$ cat src/rtl/seq_adder_nb.sv
// -----------------------------------------------------------------------------
// seq_adder_nb
// Multi-cycle add/subtract unit. Operands are captured on start and then
// consumed DIGIT bits per clock, LSB first, through a DIGIT-bit ripple slice.
// The result is assembled in a shift register and loaded into S, together with
// the signed-overflow flag, on the final RUN cycle. done pulses for one cycle
// when S/overflow become valid. Start is accepted in IDLE and in DONE, so
// back-to-back operations need no idle gap.
//
// Parameters:
//   WIDTH    operand width (>= 2)
//   DIGIT    bits processed per clock (must divide WIDTH)
//
// Ports:
//   clock     system clock, rising edge
//   reset_n   asynchronous active-low reset
//   start     operation request, sampled only while busy = 0
//   mode      0 = A+B, 1 = A-B (captured with start)
//   A, B      operands (captured with start)
//   busy      high while the unit is iterating
//   done      one-cycle pulse, S/overflow valid from this cycle on
//   S         {carry-out, sum}; in subtract mode carry-out = 1 means no borrow
//   overflow  two's-complement overflow of S[WIDTH-1:0]
// -----------------------------------------------------------------------------
module seq_adder_nb #(
    parameter int WIDTH = 8,
    parameter int DIGIT = 1
) (
    input  logic             clock,
    input  logic             reset_n,
    input  logic             start,
    input  logic             mode,
    input  logic [WIDTH-1:0] A,
    input  logic [WIDTH-1:0] B,
    output logic             busy,
    output logic             done,
    output logic [WIDTH:0]   S,
    output logic             overflow
);

    localparam int N  = WIDTH / DIGIT;
    localparam int CW = (N > 1) ? $clog2(N) : 1;

    typedef enum logic [1:0] {
        ST_IDLE,
        ST_RUN,
        ST_DONE
    } state_t;

    state_t           state_reg;
    logic [WIDTH-1:0] a_reg;
    logic [WIDTH-1:0] b_reg;      // B already conditioned for subtract
    logic [WIDTH-1:0] res_reg;
    logic             carry_reg;
    logic [CW-1:0]    cnt_reg;

    logic [DIGIT-1:0] sum_digit;
    logic             carry_next;
    logic             cin_msb;    // carry entering the top bit of this slice
    logic [WIDTH-1:0] res_next;
    logic             last_digit;

    // Ripple slice over the low DIGIT bits of the operand shift registers.
    // cin_msb is only meaningful on the last digit, where the slice's top bit
    // is the operand MSB.
    always_comb begin
        sum_digit  = '0;
        carry_next = carry_reg;
        cin_msb    = carry_reg;
        for (int i = 0; i < DIGIT; i++) begin
            if (i == DIGIT - 1) begin
                cin_msb = carry_next;
            end
            sum_digit[i] = a_reg[i] ^ b_reg[i] ^ carry_next;
            carry_next   = (a_reg[i] & b_reg[i]) | (carry_next & (a_reg[i] ^ b_reg[i]));
        end
    end

    // New digit enters from the MSB side, so after N digits the result
    // register holds the sum in natural bit order.
    assign res_next   = (res_reg >> DIGIT) | (WIDTH'(sum_digit) << (WIDTH - DIGIT));
    assign last_digit = (cnt_reg == CW'(N - 1));

    always_ff @(posedge clock or negedge reset_n) begin
        if (!reset_n) begin
            state_reg <= ST_IDLE;
            a_reg     <= '0;
            b_reg     <= '0;
            res_reg   <= '0;
            carry_reg <= 1'b0;
            cnt_reg   <= '0;
            busy      <= 1'b0;
            done      <= 1'b0;
            S         <= '0;
            overflow  <= 1'b0;
        end else begin
            case (state_reg)
                ST_IDLE, ST_DONE: begin
                    done <= 1'b0;
                    if (start) begin
                        // Subtract as A + ~B + 1: invert B, seed carry with 1.
                        a_reg     <= A;
                        b_reg     <= B ^ {WIDTH{mode}};
                        carry_reg <= mode;
                        cnt_reg   <= '0;
                        busy      <= 1'b1;
                        state_reg <= ST_RUN;
                    end else begin
                        state_reg <= ST_IDLE;
                    end
                end

                ST_RUN: begin
                    a_reg     <= a_reg >> DIGIT;
                    b_reg     <= b_reg >> DIGIT;
                    res_reg   <= res_next;
                    carry_reg <= carry_next;
                    cnt_reg   <= cnt_reg + CW'(1);
                    if (last_digit) begin
                        S         <= {carry_next, res_next};
                        overflow  <= carry_next ^ cin_msb;
                        busy      <= 1'b0;
                        done      <= 1'b1;
                        state_reg <= ST_DONE;
                    end
                end

                default: begin
                    busy      <= 1'b0;
                    done      <= 1'b0;
                    state_reg <= ST_IDLE;
                end
            endcase
        end
    end

endmodule

$ cat config.mk
export PLATFORM = sky130hd
export DESIGN_NAME = seq_adder_nb
export DESIGN_NICKNAME = d
export VERILOG_FILES = /design/src/rtl/seq_adder_nb.sv
export SDC_FILE = /design/constraint.sdc
export NUM_CORES = 1
export LEC_CHECK = 0
export CORE_MARGIN = 1.5
export CORE_UTILIZATION = 40
export DETAILED_ROUTE_END_ITERATION = 6
export GPL_TIMING_DRIVEN = 0
export MAX_ROUTING_LAYER = met4
export SLEW_MARGIN = 5
export SYNTH_ARGS = -nofsm -noshare
export SYNTH_HDL_FRONTEND = slang
export SYNTH_SLANG_ARGS = --single-unit
$ cat constraint.sdc
create_clock -name clock -period 2.2 [get_ports clock]
set_input_delay 0.22 -clock clock [delete_from_list [all_inputs] [get_ports clock]]
set_output_delay 0.22 -clock clock [all_outputs]
set_load 0.005 [all_outputs]
[Word-level counts from Yosys, hierarchy flattened]
Index checks and enable logic that the tools add are counted.
Cells by class
  $add $sub $neg: 1
  eq/ne operators: 5
  muxes and demuxes: 16
  bitwise gates (word level): 8
  reductions and logical operators: 6
Operator list (number)
  8-bit case mux with 2 select lines: 2
  8-bit two-way mux: 2
  7-bit by 8-bit OR with 8-bit output: 1
  8-bit bitwise XOR: 1
  1-bit two-way mux: 6
  3-bit case mux with 2 select lines: 1
  2-bit AND reduction: 3
  2-bit != test (second input constant): 2
  1-bit case mux with 2 select lines: 2
  2-bit case mux with 2 select lines: 1
  3-bit by 1-bit adder with 3-bit output (second input constant): 1
  3-bit == test (second input constant): 1
  3-bit two-way mux: 1
  1-bit bitwise XOR: 3
  1-bit bitwise AND: 2
  2-bit by 1-bit == test with 1-bit output (second input constant): 1
  2-bit == test (second input constant): 1
  2-bit zero test: 1
  2-bit two-way mux: 1
  2-bit nonzero test: 1
  2-bit OR reduction: 1
  1-bit OR: 1
Word-level totals
  flip-flop bits (word level): 42
  input bits: 20
  output and inout bits: 12

[Depth between registers and ports, before layout]
Gate-level depths: netlist of run 1.
  word-level depth: 4
  gate-level depth with buffers: 6

[Worst setup path before layout of run 1]
Ideal clock, no wire load.
  kind: register to register
  from: register cnt_reg[0]
  to: register S[0]
  data arrival time: 1414 ps
  data required time: 2075 ps
  slack: 661 ps
  cell stages (with the launch flop): 6
  path buffers: 1
  path through: dfrtp_1 -> ha_1 -> ha_1 -> nand3b_1 -> buf_2 -> mux2_2
On the way
  cells in the longest elaborated chain, start to end: 2
RTL lines
  start, declared: RTL line 55  | logic [CW-1:0] cnt_reg;
  start signal, assigned: RTL line 118  | cnt_reg <= cnt_reg + CW'(1);
  3-bit == test: RTL line 82  | assign last_digit = (cnt_reg == CW'(N - 1));
  2-bit AND reduction (no line)
  end signal, assigned: RTL line 120  | S <= {carry_next, res_next};
  end, declared: RTL line 37  | output logic [WIDTH:0] S,
Every way passes these cells.
A chain may end at the register's enable or synchronous reset.

[Worst setup path in the final report of run 1]
  from: register cnt_reg[0]
  to: register S[2]
The elaborated chain is that of the path after synthesis.

==> results of run 1 <==
==> area by class of cell <==
type	count	area share
flip-flops and latches	40	0.458
clock inverters	1	0.0137
repair buffers	30	0.135
inverters	2	0.00343
plain buffers	9	0.0263
clock buffers	7	0.0441
well taps	50	0.0286
multi-input cells	75	0.291
==> metrics by stage <==
step	cells	instance area, µm²	hold WS (ps)	TNS, ps	setup WS (ps)
floorplan	126	1700	-75.6	0	661
global route	214	2190	113	0	413
finish	214	2190	36.8	0	502
detailed placement	206	2060	398	0	494
CTS	214	2190	74.0	0	504
global placement	206	2070	459	-98.8	-3.83
==> worst register-to-register path: cells and delay by family (launching register included) <==
kind / cells / cell delay, ps
muxes: 1 / 360
DFF: 1 / 390
and+or+nand+nor: 1 / 150
adders and majority gates: 2 / 410
buffers and inverters: 1 / 270
==> kinds of logic after synthesis <==
group	after synthesis	share of synthesized area
buffers and inverters	11	0.0382
adder cells (fa/ha/maj)	3	0.0264
AO/OA/AOI/OAI	30	0.147
XOR/XNOR	9	0.0463
flip-flops	40	0.588
multiplexers	17	0.112
AND/OR/NAND/NOR	16	0.0419
==> routing by layer <==
metal,global-route usage,routed length (µm),vias to the layer above
met5,-,0,-
met1,0.194,1400,535
met3,0.0559,133,6
met2,0.245,1420,29
met4,0.0725,42,0
li1,-,-,517
==> power by group <==
| group | leakage (nW) | switching (mW) | total, mW | internal, mW |
|---|---|---|---|---|
| combinational | 0.457 | 0.474 | 1.23 | 0.761 |
| clock | 0.0645 | 0.240 | 0.640 | 0.400 |
| sequential | 0.492 | 0.207 | 1.29 | 1.09 |
| total | 1.01 | 0.920 | 3.17 | 2.25 |
==> path summary, 6_finish.rpt <==
kind                        endpoint        from  depth (start not counted)  slack (ps)
max                             S[2]  cnt_reg[0]                          5         500
min                             busy     reset_n                          1          40
max reg2reg                     S[2]  cnt_reg[0]                          5         500
min reg2reg                 a_reg[1]    a_reg[1]                          1         480
max in group asynchronous   a_reg[7]     reset_n                          1        1620
min in group clock         carry_reg        mode                          3         460
==> layout by cell type, fill, tap and decap left out, types with 3 or more instances in the layout <==
| master | count |
|---|---|
| a21o_1 | 8 |
| a221o_1 | 7 |
| a22o_1 | 12 |
| buf_2 | 5 |
| clkbuf_8 | 7 |
| clkdlybuf4s50_1 | 29 |
| dfrtp_1 | 40 |
| mux2_2 | 17 |
| nor2_1 | 10 |
| o21ai_0 | 3 |
| xnor2_1 | 8 |
==> impl_metrics.toml, run 1 <==
[global_route]
grt_max_degree = 41
track_usage = 0.161
overflow = 0
antenna_found_initial = 0
grt_pass1_vias = 1122
grt_pass1_wl_mm = 5.26

[power_and_ir_drop]
p_per_area_nw_per_um2 = 1450
peakVddDrop_v = 0.000600
p_total_mw = 3.17
power.leakage_nw = 1.01

[logic_synthesis]
synth_most_common_cell = "dfrtp_1"
yosysTopAreaCell = "dfrtp_1"
synth_area_leaders = "dfrtp_1 (59%), mux2_2 (11%), a22o_1 (6.2%)"
synth.top_cells.by_count = "dfrtp_1 (40), mux2_2 (17), a22o_1 (12), nor2_1 (10)"
synth_top_area_frac = 0.588
postSynthAreaPerCell_um2 = 13.5
synth.cell_area_um2 = 1700
synthArstFlopShare = 1.00
synth_fp_nets = 149
synth_seq_cells = 40
synth-edff-count = 0
ys.flop_type = "dfrtp_1"
synth_cell_types = 20
synth_seq_area_share = 0.588
syn_inst = 126
yosys_warnings = 0

[die]
rows = 23
start_util = 0.420
dieArea_um2 = 4660
die_w_um = 68.2
die_h_um = 68.2
fp.coreArea_um2 = 4060
io_pins = 32

[worst_setup_path]
slowest_delay_ps = 390
worst-path-buf-inv = 1
cp.required_ps = 2380
cp_slowest_cell = "dfrtp_1"
critical-path-top-delay-family = "adder cells"
cp.arrival_ps = 1870
critical_path_class = "flip-flop to flip-flop"
crit_top_cell = "ha_1"
cp_max_fo = 10
end_kind = "flip-flop"
setup.worst_path.start_class = "flip-flop"
crit_chain = "ha_1, ha_1, nand3b_1, buf_2, mux2_2"

[sta]
finalHoldViolations = 0
tightest_slew_ps = 860
min_period_ps = 1700
final-setup-viol-count = 0
slew_violations = 0
timing.final.crit_share = 0.772
fmaxAchievable_ghz = 0.589
relSlewSlack = 0.427
clock_skew_ps = 5.13
rsz0062_at_grt = "false"

[finish]
final_util = 0.539
multi_input_area_um2 = 637
area_delta_synth_final_pct = 28.4
largest_register_ffs = 9
nFillCells = 340
drive_gt1_frac = 0.201
fin_nets = 186
regArea_um2 = 1000
diodes = 0

[clocking]
cts_setup_buffers = 0
cts_max_level = 2
cts_hold_buf = 0
insertion_delay_ps = 290
clk_transition_reported_paths_ps = 70
cts.sinks = 40
post_cts_resized = 0
clk_path_buf_depth = 2
tritoncts = "done"
cts_buffers = 5
root_buffer = "clkbuf_8"

[routing]
routed_wl_mm = 3.00
first_pass_iters = 4
post-route-drc-count = 0
num_vias = 1087
routedWlPerCell_um = 14.0
first_iter_violations = 68
viasPerCell = 5.08
final_antenna_net_count = 0

[placement]
hpwl_mm = 2.09
port_buffers = 30
gp_congestion = 0.760

[run]
cap_violations = 0

[outcome]
outcome = "finished, final reports clean"

[min_path]
min_path_type = "input port to async pin"
Power figures use the tool's default switching activity.
==> inputs of run 2 (changes only) <==
- clock period: 2.2 -> 1.7 ns (I/O delays scaled with it)
==> run 2 against run 1 <==
  * The run now ends with hold timing left
  * Critical path depth is the same
  * Design area up 0.29%
  * Sequential share of layout area fell by 0.13 points
==> impl_metrics.toml, run 2 (same netlist as run 1, synthesis figures left out) <==
[worst_setup_path]
setup.worst_path.start_class = "flip-flop"
cp_max_fo = 10
startpoint = "cnt_reg[0]"
rr_startpoint = "cnt_reg[0]"
end_kind = "flip-flop"
cp.arrival_ps = 1770
worst-path-buf-inv = 1
cp_slowest_cell = "dfrtp_1"
crit_chain = "ha_1, ha_1, nand3b_1, buf_6, mux2_2"
crit_top_cell = "ha_1"
cp.required_ps = 1880
critical-path-top-delay-family = "adder cells"
critical_path_class = "flip-flop to flip-flop"
slowest_delay_ps = 390

[placement]
hpwl_mm = 2.09
gp_congestion = 0.760
port_buffers = 30
dp_slack_ps = 8.10

[min_path]
min_path_type = "input port to async pin"

[clocking]
cts_max_level = 2
cts_hold_buf = 0
insertion_delay_ps = 290
cts.sinks = 40
cts_buffers = 5
root_buffer = "clkbuf_8"
clk_path_buf_depth = 2
tritoncts = "done"
clk_transition_reported_paths_ps = 70

[routing]
final_antenna_net_count = 0
routedWlPerCell_um = 14.0
first_iter_violations = 72
viasPerCell = 5.12
first_pass_iters = 4
num_vias = 1095
routed_wl_mm = 2.99
post-route-drc-count = 0

[finish]
final_cell_mix = "dfrtp_1 (40), clkdlybuf4s50_1 (29), mux2_2 (17)"
final_common_cell = "dfrtp_1"
drive_gt1_frac = 0.201
nFillCells = 342
regArea_um2 = 1000
multi_input_area_um2 = 637
largest_register_ffs = 9
fin_nets = 186
area_delta_synth_final_pct = 28.8
diodes = 0

[die]
rows = 23
die_h_um = 68.2
io_pins = 32
die_w_um = 68.2
dieArea_um2 = 4660
start_util = 0.420
fp.coreArea_um2 = 4060

[sta]
slew_violations = 0
finalHoldViolations = 30
tightest_slew_ps = 857
fmaxAchievable_ghz = 0.626
timing.final.crit_share = 0.939
hold_ws_ps = -15.1
relSlewSlack = 0.429
final-setup-viol-count = 0
clock_skew_ps = 4.79
min_period_ps = 1600
fin_ws_ps = 103
rsz0062_at_grt = "false"

[power_and_ir_drop]
p_int_mw = 2.91
p_clk_frac = 0.202
p_per_area_nw_per_um2 = 1870
pwr-share-seq = 0.408
power_frac_comb = 0.391
power.leakage_nw = 1.02
peakVddDrop_v = 0.000776
p_total_mw = 4.11
power_switching_mw = 1.19
p_sw_frac = 0.290

[global_route]
overflow = 0
antenna_found_initial = 0
grt_pass1_vias = 1122
grt_pass1_wl_mm = 5.26
track_usage = 0.161
grt_max_degree = 41

[outcome]
outcome = "complete, but fails checks"
violations = "hold timing"

[run]
cap_violations = 0
run 2: cell counts in the layout (fill, tap and decap cells not counted):
Identical to the previous run, type by type.
run 2: final timing paths:
check	end	cells after the start	slack (ps)
worst max-delay path	S[2]	5	100
max in group asynchronous	a_reg[7]	1	1180
min in group clock	carry_reg	3	410
worst min register to register	a_reg[1]	1	480
worst min-delay path	busy	1	-20
worst max register to register	S[2]	5	100
run 2: timing repair:
item / CTS / global route
setup endpoints to repair: 0 / 7
gates resized for setup: 0 / 3
setup buffers: 0 / 0
run 2: metrics by stage:
stage / cell area (µm²) / TNS (ps) / utilization / cells
floorplan: 1700 / 0 / - / 126
global placement: 2070 / -18100 / 0.509 / 206
detailed placement: 2060 / 0 / 0.508 / 206
CTS: 2190 / 0 / 0.539 / 214
global route: 2190 / 0 / 0.541 / 214
finish: 2190 / 0 / 0.541 / 214
run 2: layer usage:
metal / wire [µm] / GRT usage / vias to the layer above
met5: 0 / - / -
met4: 42 / 0.0725 / 0
met1: 1360 / 0.194 / 537
met3: 153 / 0.0559 / 6
li1: - / - / 517
met2: 1430 / 0.245 / 35
run 2: worst reg2reg max path: cells and delay by family (launching register included):
kind | cells | cell delay, ps
adders and majority gates | 2 | 410
buffers and inverters | 1 | 180
and+or+nand+nor | 1 | 180
DFF | 1 | 390
muxes | 1 | 340
run 2: cell type report:
cell class                      count  area share
Clock inverter                      1      0.0137
Multi-Input combinational cell     75       0.290
Inverter                            2     0.00342
Tap cell                           50      0.0285
Timing Repair Buffer               30       0.135
Clock buffer                        7      0.0439
Sequential cell                    40       0.456
Buffer                              9      0.0291
run 2: power by group through the flow:
| stage | combinational, mW | clock, mW | sequential (mW) |
|---|---|---|---|
| 2_1_floorplan | 1.09 | 0 | 1.64 |
| 3_3_place_gp | 1.58 | 0 | 1.67 |
| 3_5_place_dp | 1.63 | 0 | 1.69 |
| 4_1_cts | 1.63 | 0.855 | 1.68 |
| 5_1_grt | 1.80 | 0.899 | 1.74 |
| 6_report | 1.60 | 0.828 | 1.67 |
==> inputs of run 3 (changes only) <==
- CORE_ASPECT_RATIO: unset -> 1.25
- CORE_UTILIZATION: 40 -> 35
==> run 3 against run 2 <==
  * The flow now finishes without violations
  * Sequential share of layout area increased by 0.13 points
  * Critical path type unchanged
  * Register-to-register slack about the same
  * Fmax increased by 0.58%
  * Worst setup slack improved by 9.3 ps
  * Sequential power about the same
  * Clock power decreased by 29%
  * Power decreased by 5.8%
  * Via count increased by 0.37%
  * Worst hold slack improved by 290 ps
  * Critical endpoint is now S[6]
  * Critical path depth unchanged
  * Die area increased by 14%
  * Global-route usage decreased by 2.7 points
==> impl_metrics.toml, run 3 (same netlist as run 1, synthesis figures left out) <==
[finish]
drive_gt1_frac = 0.194
largest_register_ffs = 9
area_delta_synth_final_pct = 28.4
nFillCells = 459
final_util = 0.466
fin_nets = 188
diodes = 0
final_cells = 225
final_cell_mix = "dfrtp_1 (40), clkdlybuf4s50_1 (29), mux2_2 (17)"
design_area_um2 = 2190
final_common_cell = "dfrtp_1"

[power_and_ir_drop]
p_per_area_nw_per_um2 = 1770
peakVddDrop_v = 0.000738
p_total_mw = 3.87
power.leakage_nw = 1.01

[outcome]
outcome = "finished, final reports clean"

[routing]
routedWlPerCell_um = 13.4
routed_wl_mm = 3.01
viasPerCell = 4.88
first_iter_violations = 25
final_antenna_net_count = 0
num_vias = 1099
post-route-drc-count = 0
first_pass_iters = 4

[worst_setup_path]
crit_chain = "ha_1, ha_1, nand3b_1, buf_6, mux2_2"
cp_max_fo = 10
end_kind = "flip-flop"
cp_slowest_cell = "dfrtp_1"
crit_top_cell = "ha_1"
slowest_delay_ps = 390
critical_path_class = "flip-flop to flip-flop"
cp.arrival_ps = 1760
cp.required_ps = 1870
setup.worst_path.start_class = "flip-flop"

[placement]
place_inst = 217
gp_congestion = 0.777
dpl-instance-area_um2 = 2090
port_buffers = 30
hpwl_mm = 2.19

[sta]
timing.final.crit_share = 0.934
rsz0062_at_grt = "false"
tightest_slew_ps = 426
finalHoldViolations = 0
clock_skew_ps = 6.17
fmaxAchievable_ghz = 0.630
slew_violations = 0
relSlewSlack = 0.716
min_period_ps = 1590
final-setup-viol-count = 0

[die]
rows = 28
die_h_um = 81.0
die_w_um = 65.4
fp.coreArea_um2 = 4690
dieArea_um2 = 5300
start_util = 0.363
io_pins = 32

[run]
cap_violations = 0

[global_route]
overflow = 0
grt_pass1_wl_mm = 5.23
antenna_found_initial = 0
track_usage = 0.134
grt_max_degree = 32
grt_pass1_vias = 1116

[clocking]
insertion_delay_ps = 290
clk_transition_reported_paths_ps = 70
clk_path_buf_depth = 2
cts_max_level = 2
tritoncts = "done"
root_buffer = "clkbuf_8"
cts_buffers = 5
cts.sinks = 40

[min_path]
min_path_type = "input port to async pin"
## run 3: worst max-delay path, delay by kind of cell, from the launching register on
| family | cells | cell delay, ps |
|---|---|---|
| adder cells (fa/ha/maj) | 2 | 410 |
| flip-flops | 1 | 390 |
| multiplexers | 1 | 330 |
| AND/OR/NAND/NOR | 1 | 170 |
| buffers and inverters | 1 | 170 |
## run 3: power by group
part           total (mW)  internal (mW)  switching, mW
clock               0.585          0.279          0.306
sequential           1.68           1.41          0.275
combinational        1.60          0.994          0.606
## run 3: path summary, 6_finish.rpt
| path | slack [ps] | endpoint | cells past startpoint | startpoint |
|---|---|---|---|---|
| max | 110 | S[6] | 5 | cnt_reg[0] |
| min reg2reg | 490 | a_reg[3] | 1 | a_reg[3] |
| max in group asynchronous | 980 | res_reg[7] | 3 | reset_n |
| min in group clock | 380 | carry_reg | 3 | mode |
| min | 270 | state_reg[0] | 2 | reset_n |
| max reg2reg | 110 | S[6] | 5 | cnt_reg[0] |
## run 3: metal layers
layer	routed length [µm]	part of all wire	global-route usage	vias up
met5	0	0	-	-
met4	43	0.014	0.0479	0
met3	161	0.053	0.0429	5
met2	1450	0.48	0.209	31
met1	1350	0.45	0.165	541
li1	-	-	-	522
## run 3: repair_timing
action | in CTS | in global routing
hold buffers | 1 | 0
setup endpoints to repair | 6 | 7
endpoints found under the hold margin | 9 | 0
resized for setup | 1 | 1
pin swaps | 0 | 0
setup buffers | 0 | 0
cloned | 0 | 0
## run 3: per-stage QoR
step / TNS [ps] / hold slack, ps / setup WS (ps)
4_1_cts: 0 / 287 / 63.8
2_1_floorplan: 0 / -126 / 161
5_1_grt: 0 / 318 / 14.1
6_report: 0 / 274 / 113
3_3_place_gp: -19090 / 459 / -479
3_5_place_dp: -0.656 / 57.5 / -0.656
## run 3: cell type report
| class | count | area, µm² | area share |
|---|---|---|---|
| Buffer | 9 | 63.8 | 0.0292 |
| Sequential cell | 40 | 1000 | 0.458 |
| Clock buffer | 6 | 72.6 | 0.0332 |
| Multi-Input combinational cell | 75 | 637 | 0.291 |
| Tap cell | 60 | 75.1 | 0.0343 |
| Inverter | 2 | 7.51 | 0.00343 |
| Timing Repair Buffer | 32 | 325 | 0.149 |
| Clock inverter | 1 | 5.00 | 0.00229 |
